### config.mk
export PLATFORM = sky130hd
export DESIGN_NAME = video_out_adapter
export DESIGN_NICKNAME = d
export VERILOG_FILES = /design/src/rtl/video_out_pkg.sv /design/src/rtl/video_ce_div.sv /design/src/rtl/video_out_adapter.sv
export SDC_FILE = /design/constraint.sdc
export NUM_CORES = 1
export LEC_CHECK = 0
export ABC_CLOCK_PERIOD_IN_PS = 1920
export CAP_MARGIN = 20
export CORE_ASPECT_RATIO = 1.25
export CORE_UTILIZATION = 30
export CTS_BUF_LIST = sky130_fd_sc_hd__clkbuf_8
export CTS_CLUSTER_DIAMETER = 60
export DETAILED_ROUTE_END_ITERATION = 10
export PLACE_DENSITY_LB_ADDON = 0.2
export SLEW_MARGIN = 25
export SYNTH_ARGS = -nofsm -noshare
export SYNTH_HDL_FRONTEND = slang
export SYNTH_SLANG_ARGS = --single-unit
### constraint.sdc
create_clock -name clk_sys -period 1.92 [get_ports clk_sys]
set_clock_uncertainty 0.05 [all_clocks]
set_input_delay 0.192 -clock clk_sys [delete_from_list [all_inputs] [get_ports clk_sys]]
set_output_delay 0.192 -clock clk_sys [all_outputs]
set_load 0.01 [all_outputs]
### src/rtl/video_out_pkg.sv
// video_out_pkg: shared helpers for the video output stage (colour expansion, counter widths, bar colours)
package video_out_pkg;

    function automatic int pos_width(input int span);
        return $clog2(span) + 1;
    endfunction

    function automatic logic [7:0] expand_color(input logic [7:0] c, input int bits);
        logic [7:0] r;
        for (int k = 0; k < 8; k++) r[7-k] = c[3'(bits - 1 - (k % bits))];
        return r;
    endfunction

`ifdef VIDEO_TEST_PATTERN_EN
    // index 0..7: white, yellow, cyan, green, magenta, red, blue, black
    localparam logic [7:0][23:0] BAR_RGB = {
        24'h000000, 24'h0000FF, 24'hFF0000, 24'hFF00FF,
        24'h00FF00, 24'h00FFFF, 24'hFFFF00, 24'hFFFFFF
    };
`endif

endpackage

### src/rtl/video_ce_div.sv
// video_ce_div: pixel clock-enable, one pulse every CE_DIV clk_sys cycles
module video_ce_div #(
    parameter int CE_DIV = 4
) (
    input  logic clk_sys,
    input  logic reset,
    output logic ce_pix
);
    localparam int DW = $clog2(CE_DIV);
    localparam logic [DW-1:0] LAST = DW'(CE_DIV - 1);

    logic [DW-1:0] div;

    always_ff @(posedge clk_sys)
        if (reset) div <= '0;
        else div <= (div == LAST) ? '0 : div + DW'(1);

    assign ce_pix = div == LAST;
endmodule

### src/rtl/video_out_adapter.sv
// video_out_adapter: core RGB/sync to emu video ports with colour expansion, sync normalisation and blanking/DE
// VIDEO_TEST_PATTERN_EN adds a test_pattern input that replaces colour with 8 vertical bars
module video_out_adapter
    import video_out_pkg::*;
#(
    parameter int COLOR_BITS = 4,
    parameter int CE_DIV     = 4,
    parameter int H_BACK     = 48,
    parameter int H_ACTIVE   = 640,
    parameter int V_BACK     = 33,
    parameter int V_ACTIVE   = 480,
    parameter int SYNC_NEG   = 1
) (
    input  logic                  clk_sys,
    input  logic                  reset,
`ifdef VIDEO_TEST_PATTERN_EN
    input  logic                  test_pattern,
`endif
    input  logic [COLOR_BITS-1:0] r_in,
    input  logic [COLOR_BITS-1:0] g_in,
    input  logic [COLOR_BITS-1:0] b_in,
    input  logic                  hs_in,
    input  logic                  vs_in,
    output logic                  ce_pix,
    output logic [7:0]            r_out,
    output logic [7:0]            g_out,
    output logic [7:0]            b_out,
    output logic                  hs_out,
    output logic                  vs_out,
    output logic                  hblank,
    output logic                  vblank,
    output logic                  de_out
);
    localparam int HW = pos_width(H_BACK + H_ACTIVE);
    localparam int VW = pos_width(V_BACK + V_ACTIVE);
    localparam logic [HW-1:0] H_START = HW'(H_BACK);
    localparam logic [HW-1:0] H_END   = HW'(H_BACK + H_ACTIVE);
    localparam logic [VW-1:0] V_START = VW'(V_BACK);
    localparam logic [VW-1:0] V_END   = VW'(V_BACK + V_ACTIVE);
    localparam logic NEG = SYNC_NEG != 0;

    logic [HW-1:0] hpos;
    logic [VW-1:0] vpos;
    logic hs, vs, hs_d, vs_d, hs_end, vs_end, h_act, v_act;
    logic [7:0] r_x, g_x, b_x;

    video_ce_div #(.CE_DIV(CE_DIV)) u_ce_div (
        .clk_sys(clk_sys),
        .reset  (reset),
        .ce_pix (ce_pix)
    );

`ifdef VIDEO_TEST_PATTERN_EN
    localparam int BAR_PIX = H_ACTIVE / 8;
    localparam int BW = (BAR_PIX > 1) ? $clog2(BAR_PIX) : 1;
    localparam logic [BW-1:0] BAR_LAST = BW'(BAR_PIX - 1);

    logic [BW-1:0] bar_cnt;
    logic [2:0]    bar;

    // bar index restarts on every blanked pixel so the first active pixel is always bar 0
    always_ff @(posedge clk_sys)
        if (reset) begin
            bar_cnt <= '0;
            bar     <= '0;
        end else if (ce_pix) begin
            bar_cnt <= (!h_act || hs_end || bar_cnt == BAR_LAST) ? '0 : bar_cnt + BW'(1);
            bar     <= (!h_act || hs_end) ? '0 : (bar_cnt == BAR_LAST) ? bar + 3'd1 : bar;
        end
`endif

    always_comb begin
        hs     = hs_in ^ NEG;
        vs     = vs_in ^ NEG;
        hs_end = hs_d & ~hs;
        vs_end = vs_d & ~vs;
        h_act  = hpos >= H_START && hpos < H_END;
        v_act  = vpos >= V_START && vpos < V_END;
`ifdef VIDEO_TEST_PATTERN_EN
        r_x = test_pattern ? (h_act ? BAR_RGB[bar][23:16] : 8'h00) : expand_color(8'(r_in), COLOR_BITS);
        g_x = test_pattern ? (h_act ? BAR_RGB[bar][15:8]  : 8'h00) : expand_color(8'(g_in), COLOR_BITS);
        b_x = test_pattern ? (h_act ? BAR_RGB[bar][7:0]   : 8'h00) : expand_color(8'(b_in), COLOR_BITS);
`else
        r_x = expand_color(8'(r_in), COLOR_BITS);
        g_x = expand_color(8'(g_in), COLOR_BITS);
        b_x = expand_color(8'(b_in), COLOR_BITS);
`endif
    end

    always_ff @(posedge clk_sys)
        if (reset) begin
            hpos   <= '1;
            vpos   <= '1;
            hs_d   <= 1'b0;
            vs_d   <= 1'b0;
            r_out  <= '0;
            g_out  <= '0;
            b_out  <= '0;
            hs_out <= 1'b0;
            vs_out <= 1'b0;
            hblank <= 1'b1;
            vblank <= 1'b1;
            de_out <= 1'b0;
        end else if (ce_pix) begin
            hs_d   <= hs;
            vs_d   <= vs;
            // counters saturate so a missing sync leaves the output blanked instead of wrapping
            hpos   <= hs_end ? '0 : (&hpos) ? hpos : hpos + HW'(1);
            vpos   <= vs_end ? '0 : !hs_end ? vpos : (&vpos) ? vpos : vpos + VW'(1);
            r_out  <= r_x;
            g_out  <= g_x;
            b_out  <= b_x;
            hs_out <= hs;
            vs_out <= vs;
            hblank <= ~h_act;
            vblank <= ~v_act;
            de_out <= h_act & v_act;
        end
endmodule

==> results.py, run 1 <==
metrics = {
    "status": {
        "outcome": "finished clean",
    },
    "cells_and_area": {
        "finalNetCount": 326,
        "fillCellCount": 715,
        "antennaDiodeCount": 0,
        "fin_cells": 396,
        "layout-drive-gt1-share": 0.1373,
        "area_delta_synth_final_pct": 34.13,
        "utilization": 0.4189,
        "regArea_um2": 820.8,
        "multi_input_area_mm2": 0.001201,
    },
    "synthesis": {
        "synthCells": 252,
        "avgSynthCellArea_um2": 8.699,
        "syn-num-nets": 273,
        "synth.cell_area_mm2": 0.002192,
        "synth_top_area_cell": "dfxtp_1",
        "ys_ff_latch": 41,
        "synth_edf_count": 0,
        "yosysWarnings": 0,
        "async_reset_ff_frac": 0,
        "synthTopCellsByCount": "dfxtp_1, nor2_1, nand2_1",
        "synth_ff_type": "dfxtp_1",
        "synth.most_common_cell": "dfxtp_1",
        "synth.distinct_cells": 50,
        "seq_area_frac_synth": 0.3744,
        "synth_top_area_frac": 0.3744,
        "synth_area_leaders": "dfxtp_1, mux2i_1, buf_4",
    },
    "clock_tree": {
        "path_clk_slew_ps": 80,
        "cts.path.max_buffers": 2,
        "ctsHtreeMaxLevel": 2,
        "cts_made_buffers": 5,
        "cts_tree": "yes",
        "clock-sinks": 41,
        "cts_root_buf": "clkbuf_8",
        "worstSkewPairLatency_ps": 280,
        "ctsHoldBuffers": 0,
    },
    "setup_path": {
        "reg2reg_slack_ps": 130,
        "r2r-end": "hpos[1]",
        "worstSetupStartpoint": "hpos[0]",
        "critPathKind": "reg -> reg",
        "path_depth": 6,
        "cp_max_fo": 6,
        "cp_data_arrival_time_ps": 1980,
        "r2r-start": "hpos[0]",
        "crit_end": "hpos[1]",
        "r2r_cells": 6,
        "critPathTopFamily": "simple AND/OR/NAND/NOR gates",
        "slowest_stage": "nor4_2",
        "critPathLaunchType": "flip-flop",
        "cp.buffers_inverters": 1,
        "required_ps": 2100,
        "critical_path.cell_chain": "ha_1, nand3_4, nor4_2, nand2b_1, buf_4, a221o_1",
        "worst_setup_path_end_kind": "flip-flop",
        "max_stage_delay_ps": 380,
    },
    "power_and_ir_drop": {
        "pwr-share-seq": 0.503,
        "p_per_area_mw_per_mm2": 603.6,
        "p_sw_frac": 0.2411,
        "ir_drop_v": 0.0003591,
        "power.leakage_nw": 1.148,
        "p_int_w": 0.001347,
        "power.switching_w": 0.0004279,
        "clockPowerShare": 0.342,
        "p_comb_frac": 0.156,
    },
    "worst_hold_path": {
        "worstHoldStart": "de_out",
        "hold_class": "reg -> reg",
    },
    "sta": {
        "tightest_slew_ps": 370.7,
        "setup_viol": 0,
        "slew_headroom": 0.7526,
        "period_minus_slack_ps": 1795,
        "hold_viol": 0,
        "drv_slew": 0,
        "rsz0062_at_grt": "false",
        "period_share": 0.9348,
        "setup_slack_ps": 125.1,
        "fin_setup_tns_ps": 0,
        "fmaxAchievable_ghz": 0.5571,
    },
    "grt": {
        "top_usage_layer": "met2",
        "grt_overflow_total": 0,
        "grt_max_degree": 34,
        "met2_usage": 0.2483,
        "met3_usage": 0.03286,
        "grt_util_met1": 0.1866,
        "grt_pass1_vias": 2001,
        "track_usage": 0.1489,
        "antenna_found_initial": 0,
        "grt_pass1_wl_um": 9211,
    },
    "floorplan": {
        "core_mm2": 0.007019,
        "start_util": 0.3123,
        "die_y_um": 97.57,
        "dieArea_mm2": 0.007655,
        "fp-row-count": 34,
        "die_width_um": 78.46,
        "ios": 46,
    },
    "detailed_routing": {
        "routed_via_density": 5.187,
        "vias": 2054,
        "routed_wl_um": 5338,
        "ant_nets": 0,
        "wire_per_inst_um": 13.48,
        "drc": 0,
        "initialDrtViolationCount": 97,
        "first_pass_iters": 4,
    },
    "place": {
        "placed_cells": 387,
        "dp_slack_ps": 99.87,
        "gp_congestion": 0.8494,
        "io_buffers": 45,
        "hpwl_um": 3896,
    },
    "job": {
        "max-cap-violations": 0,
    },
}
[cell usage in the layout, fill, tap and decap left out, types with 2 or more instances in the layout]
cell / n
a211o_1: 5
and2_1: 4
nor3_1: 12
nand2b_1: 3
nand2_1: 17
o21ai_1: 3
clkbuf_8: 7
o211ai_1: 5
or4_1: 3
mux2i_1: 12
a211oi_1: 6
inv_1: 7
o31ai_1: 2
a21oi_1: 3
clkdlybuf4s50_1: 45
a2111o_1: 2
nand3_1: 12
ha_1: 4
nor2_1: 22
and4_1: 3
nor4_1: 4
o31a_1: 7
and3_1: 4
or3_1: 5
nor4b_1: 2
buf_4: 25
dfxtp_1: 41
o2111ai_1: 2
nand4_1: 5
o21ai_0: 12
buf_12: 2
[worst register-to-register path: stages, from the launching register on]
cell and delay (ps):
dfxtp_1 340, ha_1 240, nand3_4 130, nor4_2 380, nand2b_1 310, buf_4 170, a221o_1 120
[stage by stage]
stage	area [um^2]	total power, W	hold slack, ps
final	2940	0.001775	408.9
after global routing	2940	0.001877	448.3
after global placement	2819	0.001179	367.3
after CTS	2933	0.001814	413.5
after detailed placement	2819	0.001182	370.2
after floorplan	2192	0.001063	241.4
[worst min-delay path by stage]
stage	to	slack, ps	cells past startpoint
after floorplan	vs_d	240	1
after global placement	u_ce_div.div[0]	370	1
after detailed placement	u_ce_div.div[0]	370	1
after CTS	de_out	410	2
after global routing	de_out	450	2
final	de_out	410	2
[cells by family after synthesis]
family                     after synthesis  share of synthesized area
AOI/OAI and AO/OA                       58                     0.1981
buffers and inverters                   33                    0.08334
DFF                                     41                     0.3744
muxes                                   12                    0.05480
and+or+nand+nor                        103                     0.2609
adders and majority gates                5                    0.02854
[power groups by stage]
stage	sequential [W]	clock (W)	combinational (W)
2_1_floorplan	0.000914	0	0.000149
3_3_place_gp	0.000910	0	0.000270
3_5_place_dp	0.000909	0	0.000272
4_1_cts	0.000892	0.000646	0.000276
5_1_grt	0.000896	0.000678	0.000302
6_report	0.000892	0.000606	0.000276
[area by class of cell]
cell class,instances,share of cell area
timing repair buffer,72,0.2306
clock buffer,7,0.03277
tap,90,0.03830
clock inverter,1,0.001702
sequential,41,0.2791
multi-input combinational,178,0.4085
inverter,7,0.008936
[per-layer routing]
metal,share of wire,vias to the layer above
met1,0.45,952
met2,0.48,62
met3,0.058,6
met5,0,-
li1,-,1034
met4,0.013,0
[timing repair]
item	CTS	global route
endpoints found under the setup margin	1	1
endpoints found under the hold margin	0	0
gates resized for setup	2	0
pin swaps	0	1
buffers inserted	0	1
[sequential cells by signal (all words and copies together), names as in the netlist]
signal / count
hs_d: 1
hpos: 11
hblank: 1
r_out: 4
u_ce_div.div: 2
b_out: 4
vblank: 1
vpos: 11
vs_d: 1
de_out: 1
g_out: 4
(Power assumes the default switching activity.)
==> run 2: changes to the inputs <==
--- a/config.mk
+++ b/config.mk
@@ -8,10 +8,12 @@
 export ABC_CLOCK_PERIOD_IN_PS = 1920
 export CAP_MARGIN = 20
 export CORE_ASPECT_RATIO = 1.25
+export CORE_MARGIN = 8
 export CORE_UTILIZATION = 30
 export CTS_BUF_LIST = sky130_fd_sc_hd__clkbuf_8
 export CTS_CLUSTER_DIAMETER = 60
 export DETAILED_ROUTE_END_ITERATION = 10
+export DONT_BUFFER_PORTS = 1
 export PLACE_DENSITY_LB_ADDON = 0.2
 export SLEW_MARGIN = 25
 export SYNTH_ARGS = -nofsm -noshare
==> results.py, run 2 (synthesis gave the netlist of run 1 again) <==
metrics = {
    "clock_tree": {
        "ctsHtreeMaxLevel": 2,
        "path_clk_slew_ps": 80,
        "cts_made_buffers": 5,
        "worstSkewPairLatency_ps": 300,
        "cts.path.max_buffers": 2,
        "clock-sinks": 41,
        "cts_tree": "yes",
        "cts_root_buf": "clkbuf_8",
    },
    "place": {
        "hpwl_um": 3886,
        "placed_cells": 337,
        "io_buffers": 0,
        "gp_congestion": 0.7506,
    },
    "floorplan": {
        "fp-row-count": 35,
        "die_y_um": 111.6,
        "die_width_um": 92.46,
        "dieArea_mm2": 0.01032,
        "ios": 46,
        "core_mm2": 0.007226,
        "start_util": 0.3034,
    },
    "power_and_ir_drop": {
        "p_sw_frac": 0.2357,
        "clockPowerShare": 0.436,
        "p_int_w": 0.001489,
        "ir_drop_v": 0.0003426,
        "pwr-share-seq": 0.464,
        "p_per_area_mw_per_mm2": 757.2,
        "power.leakage_nw": 1.013,
        "power.switching_w": 0.0004591,
        "p_comb_frac": 0.101,
    },
    "detailed_routing": {
        "first_pass_iters": 4,
        "routed_wl_um": 5541,
        "vias": 1917,
        "routed_via_density": 5.340,
        "wire_per_inst_um": 15.43,
        "routed.top_layer": "met4",
        "wl_met2_um": 2859,
        "drc": 0,
        "wl_met3_um": 240,
        "ant_nets": 0,
        "met1_length_um": 2334,
        "initialDrtViolationCount": 76,
    },
    "sta": {
        "hold_viol": 0,
        "tightest_slew_ps": 524.2,
        "drv_slew": 0,
        "period_minus_slack_ps": 1841,
        "slew_headroom": 0.6505,
        "fmaxAchievable_ghz": 0.5433,
        "period_share": 0.9586,
        "setup_viol": 0,
    },
    "cells_and_area": {
        "multi_input_area_mm2": 0.001191,
        "top_regs": "hpos: 11 flops, vpos: 11 flops",
        "mostFrequentLayoutCells": "dfxtp_1, nor2_1, buf_4, nand2_1, dlygate4sd3_1",
        "finalNetCount": 287,
        "layout-drive-gt1-share": 0.1311,
        "area_delta_synth_final_pct": 17.35,
        "antennaDiodeCount": 0,
        "utilization": 0.3560,
        "regArea_um2": 820.8,
        "mostFrequentLayoutCell": "dfxtp_1",
        "fillCellCount": 758,
        "fin_cells": 359,
    },
    "setup_path": {
        "r2r-end": "hpos[4]",
        "slowest_stage": "a2111o_1",
        "critical_path.cell_chain": "ha_2, nand3_4, nor4_4, buf_6, nor4_1, a2111o_1",
        "critPathKind": "reg -> reg",
        "worst_setup_path_end_kind": "flip-flop",
        "required_ps": 2050,
        "cp_data_arrival_time_ps": 1970,
        "worstSetupStartpoint": "hpos[1]",
        "critPathLaunchType": "flip-flop",
        "reg2reg_slack_ps": 80,
        "r2r-start": "hpos[1]",
        "r2r_cells": 6,
        "max_stage_delay_ps": 390,
        "cp_max_fo": 12,
    },
    "grt": {
        "track_usage": 0.1077,
        "grt_overflow_total": 0,
        "grt_pass1_vias": 1836,
        "grt_max_degree": 28,
        "grt_pass1_wl_um": 9108,
        "antenna_found_initial": 0,
    },
    "worst_hold_path": {
        "min_to": "g_out[3]",
        "hold_class": "in -> reg",
        "hold_depth": 2,
        "worstHoldStart": "g_in[3]",
    },
    "job": {
        "max-cap-violations": 0,
    },
    "status": {
        "outcome": "finished clean",
    },
}
run 2: cell count changes in the layout (fill, tap and decap cells not counted), moves of 2 or more:
cell,change
buf_12,-2
buf_4,-7
bufinv_16,+2
clkbuf_8,-2
clkdlybuf4s50_1,-45
dlygate4sd3_1,+13
run 2: per-stage QoR:
step | total power, W | instance area, um^2 | hold WS [ps] | TNS [ps] | worst slack, ps
after global routing | 0.002035 | 2572 | 31.62 | -16.70 | -16.56
after floorplan | 0.001063 | 2192 | 241.4 | 0 | 139.2
after CTS | 0.001981 | 2571 | 2.970 | 0 | 43.70
final | 0.001948 | 2572 | 18.32 | 0 | 79.49
after global placement | 0.001086 | 2293 | 221.2 | 0 | 110.0
after detailed placement | 0.001086 | 2293 | 222.7 | 0 | 70.84
run 2: power by group through the flow:
stage	logic (W)	clock network, W	registers, W
final	0.000196	0.000849	0.000904
after CTS	0.000194	0.000882	0.000904
after detailed placement	0.000162	0	0.000924
after floorplan	0.000149	0	0.000914
after global placement	0.000162	0	0.000924
after global routing	0.000216	0.000912	0.000907
run 2: area by class of cell:
class,instances,area share
clock inverters,3,0.02675
well taps,92,0.04475
clock buffers,5,0.02675
repair buffers,33,0.1094
inverters,7,0.01021
multi-input cells,178,0.4630
flip-flops and latches,41,0.3191
run 2: worst max path at each step:
| stage | cells after the start | end | slack (ps) |
|---|---|---|---|
| after global placement | 6 | hpos[4] | 110 |
| final | 6 | hpos[4] | 80 |
| after detailed placement | 6 | hpos[4] | 70 |
| after CTS | 6 | hpos[4] | 40 |
| after floorplan | 7 | vpos[4] | 140 |
| after global routing | 6 | hpos[4] | -20 |
run 2: critical path, delay by kind of cell (launching register included):
family | cells | cell delay, ps
and+or+nand+nor | 3 | 480
AOI/OAI and AO/OA | 1 | 390
DFF | 1 | 380
adders and majority gates | 1 | 230
buffers and inverters | 1 | 180
run 2: repair_timing:
action	CTS	global route
hold buffers	14	0
resized for setup	0	2
endpoints found under the hold margin	27	0
setup endpoints to repair	0	2
buffers inserted	0	0
run 2: metal layers:
metal | vias to the layer above | track usage
li1 | 959 | -
met2 | 32 | 0.1850
met4 | 0 | 0.04849
met3 | 11 | 0.03297
met5 | - | 0
met1 | 915 | 0.1177
==> run 3: changes to the inputs <==
--- a/config.mk
+++ b/config.mk
@@ -13,7 +13,8 @@
 export CTS_BUF_LIST = sky130_fd_sc_hd__clkbuf_8
 export CTS_CLUSTER_DIAMETER = 60
 export DETAILED_ROUTE_END_ITERATION = 10
-export DONT_BUFFER_PORTS = 1
+export GPL_ROUTABILITY_DRIVEN = 0
+export MAX_ROUTING_LAYER = met4
 export PLACE_DENSITY_LB_ADDON = 0.2
 export SLEW_MARGIN = 25
 export SYNTH_ARGS = -nofsm -noshare
==> results.py, run 3 (synthesis gave the netlist of run 1 again) <==
metrics = {
    "detailed_routing": {
        "ant_nets": 0,
        "routed_wl_um": 5861,
        "wire_per_inst_um": 15.03,
        "routed_via_density": 5.185,
        "initialDrtViolationCount": 100,
        "drc": 0,
        "first_pass_iters": 4,
        "vias": 2022,
    },
    "sta": {
        "fin_setup_tns_ps": 0,
        "period_minus_slack_ps": 1832,
        "rsz0062_at_grt": "false",
        "hold_viol": 0,
        "period_share": 0.9539,
        "drv_slew": 0,
        "setup_viol": 0,
        "tightest_slew_ps": 625.8,
        "slew_headroom": 0.5800,
        "fmaxAchievable_ghz": 0.5460,
    },
    "floorplan": {
        "core_mm2": 0.007226,
        "die_width_um": 92.46,
        "start_util": 0.3034,
        "fp-row-count": 35,
        "ios": 46,
        "die_y_um": 111.6,
        "dieArea_mm2": 0.01032,
    },
    "cells_and_area": {
        "layout-drive-gt1-share": 0.1174,
        "antennaDiodeCount": 0,
        "post-route-cell-area_mm2": 0.002873,
        "mostFrequentLayoutCells": "clkdlybuf4s50_1, dfxtp_1, nor2_1, buf_4, nand2_1",
        "area_delta_synth_final_pct": 31.05,
        "mostFrequentLayoutCell": "clkdlybuf4s50_1",
        "finalNetCount": 318,
        "top_regs": "hpos: 11 flops, vpos: 11 flops",
        "utilization": 0.3976,
        "fin_cells": 390,
    },
    "clock_tree": {
        "clock-sinks": 41,
        "ctsHtreeMaxLevel": 2,
        "cts_made_buffers": 5,
        "cts.path.max_buffers": 2,
        "worstSkewPairLatency_ps": 300,
        "path_clk_slew_ps": 80,
        "cts_tree": "yes",
        "cts_root_buf": "clkbuf_8",
        "post_cts_buffers": 0,
    },
    "worst_hold_path": {
        "worstHoldStart": "u_ce_div.div[0]",
        "hold_depth": 1,
        "hold_class": "reg -> reg",
        "min_to": "u_ce_div.div[0]",
    },
    "grt": {
        "grt_overflow_total": 0,
        "grt_max_degree": 19,
        "antenna_found_initial": 0,
        "grt_pass1_vias": 1898,
        "track_usage": 0.1179,
        "grt_pass1_wl_um": 9680,
    },
    "setup_path": {
        "r2r-end": "hpos[3]",
        "worst_setup_path_end_kind": "flip-flop",
        "r2r_cells": 6,
        "cp_data_arrival_time_ps": 1970,
        "critPathKind": "reg -> reg",
        "required_ps": 2060,
        "critPathLaunchType": "flip-flop",
        "reg2reg_slack_ps": 90,
        "cp_max_fo": 12,
        "r2r-start": "hpos[1]",
    },
    "power_and_ir_drop": {
        "power.leakage_nw": 1.105,
        "p_per_area_mw_per_mm2": 656.8,
        "ir_drop_v": 0.0003665,
        "p_comb_frac": 0.140,
        "clockPowerShare": 0.388,
        "power.switching_w": 0.0004540,
        "pwr-share-seq": 0.472,
        "p_sw_frac": 0.2406,
        "p_int_w": 0.001433,
    },
    "place": {
        "io_buffers": 45,
        "place_area_mm2": 0.002744,
        "hpwl_um": 4317,
        "placed_cells": 382,
    },
    "job": {
        "max-cap-violations": 0,
    },
    "status": {
        "outcome": "finished clean",
    },
}
run 3: cell types whose count changed in the layout (fill, tap and decap cells not counted):
cell             before  now
ha_1                  4    3
ha_2                  1    2
buf_2                 1    0
bufinv_16             2    1
clkbuf_8              5    6
clkinvlp_4            0    1
dlygate4sd3_1        13    0
clkdlybuf4s50_1       0   45
inv_6                 1    0
run 3: cell type report:
| type | instances | area, um^2 |
|---|---|---|
| fillers | 734 | 4353 |
| multi-input cells | 178 | 1194 |
| flip-flops and latches | 41 | 820.8 |
| repair buffers | 64 | 596.8 |
| well taps | 92 | 115.1 |
| clock buffers | 6 | 82.58 |
| clock inverters | 2 | 37.54 |
| inverters | 7 | 26.28 |
run 3: critical path, stage by stage, from the launching register on:
cell	delay (ps)
dfxtp_1	380
ha_2	230
nand3_4	140
nor4_4	290
buf_6	190
nor3_1	60
a2111o_1	380
run 3: metrics by stage:
stage,total power [W],worst slack [ps],hold WS (ps)
2_1_floorplan,0.001063,139.2,241.4
6_report,0.001887,88.48,383.4
4_1_cts,0.001917,37.46,385.1
3_3_place_gp,0.001171,58.76,374.6
3_5_place_dp,0.001173,55.70,372.4
5_1_grt,0.001983,20.08,426.8
run 3: worst max-delay path by stage:
stage	endpoint	cells after the start	start
after floorplan	vpos[4]	7	u_ce_div.div[0]
after global placement	vpos[1]	5	vs_in
after detailed placement	vpos[1]	5	vs_in
after CTS	ce_pix	2	u_ce_div.div[0]
after global routing	hpos[3]	6	hpos[1]
final	hpos[3]	6	hpos[1]
run 3: power groups by stage:
stage	clock [W]	sequential, W	combinational [W]
3_3_place_gp	0	0.000910	0.000260
2_1_floorplan	0	0.000914	0.000149
3_5_place_dp	0	0.000911	0.000262
6_report	0.000732	0.000891	0.000264
5_1_grt	0.000800	0.000895	0.000287
4_1_cts	0.000763	0.000891	0.000263
run 3: timing repair:
item                       CTS  global route
hold buffers                 0             0
resized for setup            0             3
setup endpoints to repair    0             5
run 3: metal layers:
layer	track usage	part of all wire	vias to the layer above
met5	-	0	-
met4	0.05711	0.028	0
met3	0.02961	0.025	13
met2	0.1879	0.51	28
met1	0.1343	0.43	964
li1	-	-	1017
